## config.mk

```make
export PLATFORM = sky130hd
export DESIGN_NAME = rk_mac_pe
export DESIGN_NICKNAME = d
export VERILOG_FILES = /design/src/rtl/rk_mac_pe.sv
export SDC_FILE = /design/constraint.sdc
export NUM_CORES = 2
export LEC_CHECK = 0
export ABC_AREA = 1
export CORE_UTILIZATION = 56
export DETAILED_ROUTE_END_ITERATION = 10
export GPL_ROUTABILITY_DRIVEN = 1
export MAX_ROUTING_LAYER = met4
export PLACE_DENSITY = 0.72
export SLEW_MARGIN = 10
export SYNTH_ARGS = -nofsm -noshare
export SYNTH_HDL_FRONTEND = slang
export SYNTH_SLANG_ARGS = --single-unit
```

## constraint.sdc

```tcl
create_clock -name clk -period 5.4 [get_ports clk]
set_clock_uncertainty 0.05 [all_clocks]
set_input_delay 1.35 -clock clk [delete_from_list [all_inputs] [get_ports clk]]
set_output_delay 1.35 -clock clk [all_outputs]
set_load 0.05 [all_outputs]
```

## src/rtl/rk_mac_pe.sv

```systemverilog
// rtl/rk_mac_pe.sv - pipelined signed MAC processing element for the RK-stage systolic array
// Optional PE_SAT_EN: saturating ACC_W additions with a sticky o_ovf flag.

module rk_mac_pe #(
  parameter  int A_W   = 32,
  parameter  int K_W   = 32,
  parameter  int S     = 3,
  localparam int ACC_W = A_W + K_W + $clog2(S) + 1
) (
  input  logic                    clk,
  input  logic                    rstn,
  input  logic                    i_clr,
  input  logic                    i_mode,
  input  logic                    i_valid,
  input  logic signed [A_W-1:0]   i_a,
  input  logic signed [K_W-1:0]   i_k,
  input  logic signed [ACC_W-1:0] i_psum,
  output logic signed [K_W-1:0]   o_right,
  output logic                    o_right_valid,
  output logic signed [ACC_W-1:0] o_down,
  output logic                    o_down_valid,
  output logic                    o_ovf
);

  localparam int P_W   = A_W + K_W;
  localparam int CNT_W = (S > 1) ? $clog2(S) : 1;
  localparam logic [CNT_W-1:0] CNT_MAX = CNT_W'(S - 1);

  logic signed [P_W-1:0]   r_prod;
  logic signed [ACC_W-1:0] r_psum;
  logic                    r_mode;
  logic                    r_v;
  logic [CNT_W-1:0]        cnt;
  logic signed [ACC_W-1:0] acc;
  logic signed [ACC_W-1:0] prod_ext;
  logic signed [ACC_W-1:0] add_a;
  logic signed [ACC_W-1:0] sum;
  logic signed [ACC_W-1:0] res;
`ifdef PE_SAT_EN
  logic                    sat_ovf;
`endif

  // k forwarding to the right neighbour ignores i_clr
  always_ff @(posedge clk or negedge rstn) begin
    if (!rstn) begin
      o_right       <= '0;
      o_right_valid <= 1'b0;
    end else begin
      o_right       <= i_k;
      o_right_valid <= i_valid;
    end
  end

  always_ff @(posedge clk or negedge rstn) begin
    if (!rstn) begin
      r_prod <= '0;
      r_psum <= '0;
      r_mode <= 1'b0;
      r_v    <= 1'b0;
    end else if (i_clr) begin
      r_v <= 1'b0;
    end else if (i_valid) begin
      r_prod <= P_W'(i_a) * P_W'(i_k);
      r_psum <= i_psum;
      r_mode <= i_mode;
      r_v    <= 1'b1;
    end else begin
      r_v <= 1'b0;
    end
  end

  // The first beat of an accumulation group starts from zero, not from the stale acc
  always_comb begin
    prod_ext = ACC_W'(r_prod);
    add_a    = r_psum;
    if (r_mode) add_a = (cnt == '0) ? '0 : acc;
    sum = add_a + prod_ext;
    res = sum;
`ifdef PE_SAT_EN
    sat_ovf = (add_a[ACC_W-1] == prod_ext[ACC_W-1]) && (sum[ACC_W-1] != add_a[ACC_W-1]);
    if (sat_ovf) res = add_a[ACC_W-1] ? {1'b1, {(ACC_W-1){1'b0}}} : {1'b0, {(ACC_W-1){1'b1}}};
`endif
  end

  always_ff @(posedge clk or negedge rstn) begin
    if (!rstn) begin
      o_down       <= '0;
      o_down_valid <= 1'b0;
      cnt          <= '0;
      acc          <= '0;
    end else if (i_clr) begin
      o_down       <= '0;
      o_down_valid <= 1'b0;
      cnt          <= '0;
      acc          <= '0;
    end else if (r_v && !r_mode) begin
      o_down       <= res;
      o_down_valid <= 1'b1;
      cnt          <= '0;
    end else if (r_v) begin
      acc <= res;
      if (cnt == CNT_MAX) begin
        o_down       <= res;
        o_down_valid <= 1'b1;
        cnt          <= '0;
      end else begin
        o_down_valid <= 1'b0;
        cnt          <= cnt + 1'b1;
      end
    end else begin
      o_down_valid <= 1'b0;
    end
  end

`ifdef PE_SAT_EN
  always_ff @(posedge clk or negedge rstn) begin
    if (!rstn)              o_ovf <= 1'b0;
    else if (i_clr)         o_ovf <= 1'b0;
    else if (r_v && sat_ovf) o_ovf <= 1'b1;
  end
`else
  assign o_ovf = 1'b0;
`endif

endmodule
```

==> results_dict.tcl <==
set metrics [dict create \
    first_iter_violations 5871 \
    synthAdderAreaFrac 0.445 \
    post-route-util 0.754 \
    yosys_warnings 0 \
    grt_pass1_wl_um 327000 \
    grt_pass1_vias 56043 \
    viasPerCell 5.62 \
    clock_latency_ns 0.65 \
    place_congestion 1.03 \
    crit_path_max_incr_delay_ns 0.62 \
    final_cell_mix "nand2_1, inv_1, fa_1, buf_4, dfrtp_1" \
    numPortBuffers 236 \
    tns_ns -98.93 \
    synth-simple-area-share 0.217 \
    synth_seq_area_share 0.136 \
    die_h_um 317 \
    syn_to_final_growth_pct 33.1 \
    status "finished with violations" \
    gr-usage-all-layers 0.445 \
    wire_per_inst_um 23.1 \
    io_pins 238 \
    coreArea_um2 98400 \
    synth_edf_count 0 \
    syn_nets 8817 \
    syn_avg_cell_area_um2 7.58 \
    place_hpwl_um 153000 \
    worstHoldPathType "reg -> reg" \
    fillers 6746 \
    synth_compound_gate_area_share 0.0516 \
    cts_tree "yes" \
    r2r_setup_slack_ns 1.06 \
    synth_xor_area_frac 0.00424 \
    cp.required_ns 5.88 \
    end_kind "register" \
    num_vias 53879 \
    hold_viol_final 0 \
    grt_max_degree 104 \
    cts.path.max_buffers 3 \
    dpl_cell_area_um2 65400 \
    finalCritPeriodShare 1.38 \
    fin_nets 9710 \
    slew_violations 0 \
    design_area_um2 74200 \
    synth_top_cell_by_area "fa_1" \
    clk_pin_slew_ns 0.06 \
    path_buf_inv 6 \
    drt-total-wl_um 221000 \
    fmax_ghz 0.134 \
    die-area_um2 101000 \
    synthArstFlopShare 1.00 \
    grt_overflow 0 \
    setup_viol_count_final 57 \
    crit_arrival_ns 7.95 \
    mostFrequentLayoutCell "nand2_1" \
    drtPass1Iterations 11 \
    start_kind "primary input" \
    synth_top_family_by_area "adder cells" \
    critPathTopFamily "adder cells" \
    synth_top_area_frac 0.389 \
    rows 115 \
    yosys-mux-area-fraction 0.000180 \
    critical_path_class "in -> reg" \
    max-slew-margin-rel 0.191 \
    ant_nets 0 \
    critPathSlowestCell "fa_2" \
    htreeDepth 2 \
    cts_buffers 40 \
    antenna_found_initial 15 \
    crit_fanout 6 \
    setup_slack_ns -2.06 \
    layout-drive-gt1-share 0.239 \
    drv_cap 0 \
    synth_ff_type "dfrtp_1" \
    yosys-top-cells-area "fa_1, nand2_1, dfrtp_1" \
    clock-sinks 303 \
    synth_cells 7348 \
    ys_types 46 \
    worstMarginPinSlew_ns 1.21 \
    min_period_ns 7.46 \
    cts_hold_buf 0 \
    ys_ff_latch 303 \
    synthesis.area_um2 55700 \
    cts_root_buf "clkbuf_16" \
    start_util 0.566 \
    path_common_cell "fa_2" \
    rsz0062_at_grt "yes" \
    drc 3 \
    violations "DRC, setup timing" \
    fp.dieW_um 317 \
    path_cells "clkbuf_2 > inv_1 > buf_4 > or2_2 > fa_1 > fa_2 > inv_1 > fa_2 > fa_2 > fa_2 > fa_2 > fa_2 > fa_2 > ha_4 > nand2_4 > nor2_4 > inv_2 > nor3_4 > inv_2 > nor2_4 > nand3_4 > nand3_2 > nand2_1 > a31oi_1" \
]
==> timing repair <==
action	in CTS	in global routing
cloned	51	3
resized for setup	1050	436
pin swaps	413	339
setup buffers	210	65
endpoints found under the setup margin	57	57
==> stage by stage <==
stage | cells | setup WS (ns) | hold WS [ns]
after floorplan | 7348 | -2.42 | 0.399
after global placement | 9181 | -3.24 | 0.412
after detailed placement | 9181 | -3.27 | 0.416
after CTS | 9506 | -1.96 | 0.434
after global routing | 9572 | -2.25 | 0.447
final | 9581 | -2.06 | 0.431
==> cell type report <==
| cell class | count | area [µm²] | share of cell area |
|---|---|---|---|
| multi-input combinational | 4890 | 44200 | 0.596 |
| tap | 1287 | 1610 | 0.0217 |
| clock inverter | 12 | 195 | 0.00263 |
| timing repair buffer | 1130 | 12300 | 0.166 |
| sequential | 303 | 7580 | 0.102 |
| antenna | 25 | 62.6 | 0.000843 |
| clock buffer | 58 | 1150 | 0.0155 |
| inverter | 1876 | 7090 | 0.0956 |
==> kinds of logic after synthesis <==
| family | after synthesis |
|---|---|
| compound gates | 530 |
| simple gates | 2998 |
| xor+xnor | 27 |
| flops | 303 |
| buf+inv | 2155 |
| mux | 1 |
| other cells | 1 |
| fa+ha+maj | 1333 |
==> synthesized netlist by cell type, types with 21 or more instances <==
cell      count
dfrtp_1     303
buf_2        28
nand3_1     170
inv_1      1871
a21oi_1     176
nand2_1    2319
nand4_1      95
ha_1        250
nand2_2      34
o21bai_1     34
o21ai_0     234
o21ai_1      31
nor2_1      286
fa_1       1083
xnor2_1      21
clkbuf_1    244
nor3_1       21
==> path summary, 6_finish.rpt <==
kind,from,endpoint,depth (start not counted)
setup / recovery,i_k[31],r_prod[40],24
hold / removal,acc[54],acc[54],2
setup reg to reg,cnt[1],o_down[65],15
hold reg to reg,acc[54],acc[54],2
max in group asynchronous,rstn,o_right[30],2
min in group asynchronous,rstn,o_down[11],1
==> sequential cells by signal, summed over array words and instances (netlist names) <==
signal         cells
acc               67
r_psum            67
o_right           32
r_mode             1
r_v                1
o_down_valid       1
o_right_valid      1
r_prod            64
cnt                2
o_down            67
==> worst reg2reg max path, cell delays in order (launching register included) <==
cell     delay [ns]
dfrtp_1        0.42
nor2_4         0.46
buf_4          0.50
o21ai_0        0.28
ha_1           0.50
nand2_1        0.15
nor2_1         0.20
nand2_1        0.14
nor2_1         0.45
nand2_1        0.12
inv_1          0.10
nand4_1        0.33
nand3_1        0.24
nand2_1        0.08
nand4_1        0.11
nand2_1        0.08
==> per-layer routing <==
layer  GRT usage  part of all wire  vias up
met4       0.212             0.065        0
met1       0.562              0.37    26214
met2       0.652              0.43     3368
met3       0.140              0.13     1115
met5           -                 0        -
li1            -                 -    23182
Power is left out: the tool's default activity adds up to more than one toggle a clock period on the data nets, which glitch-free logic cannot reach.
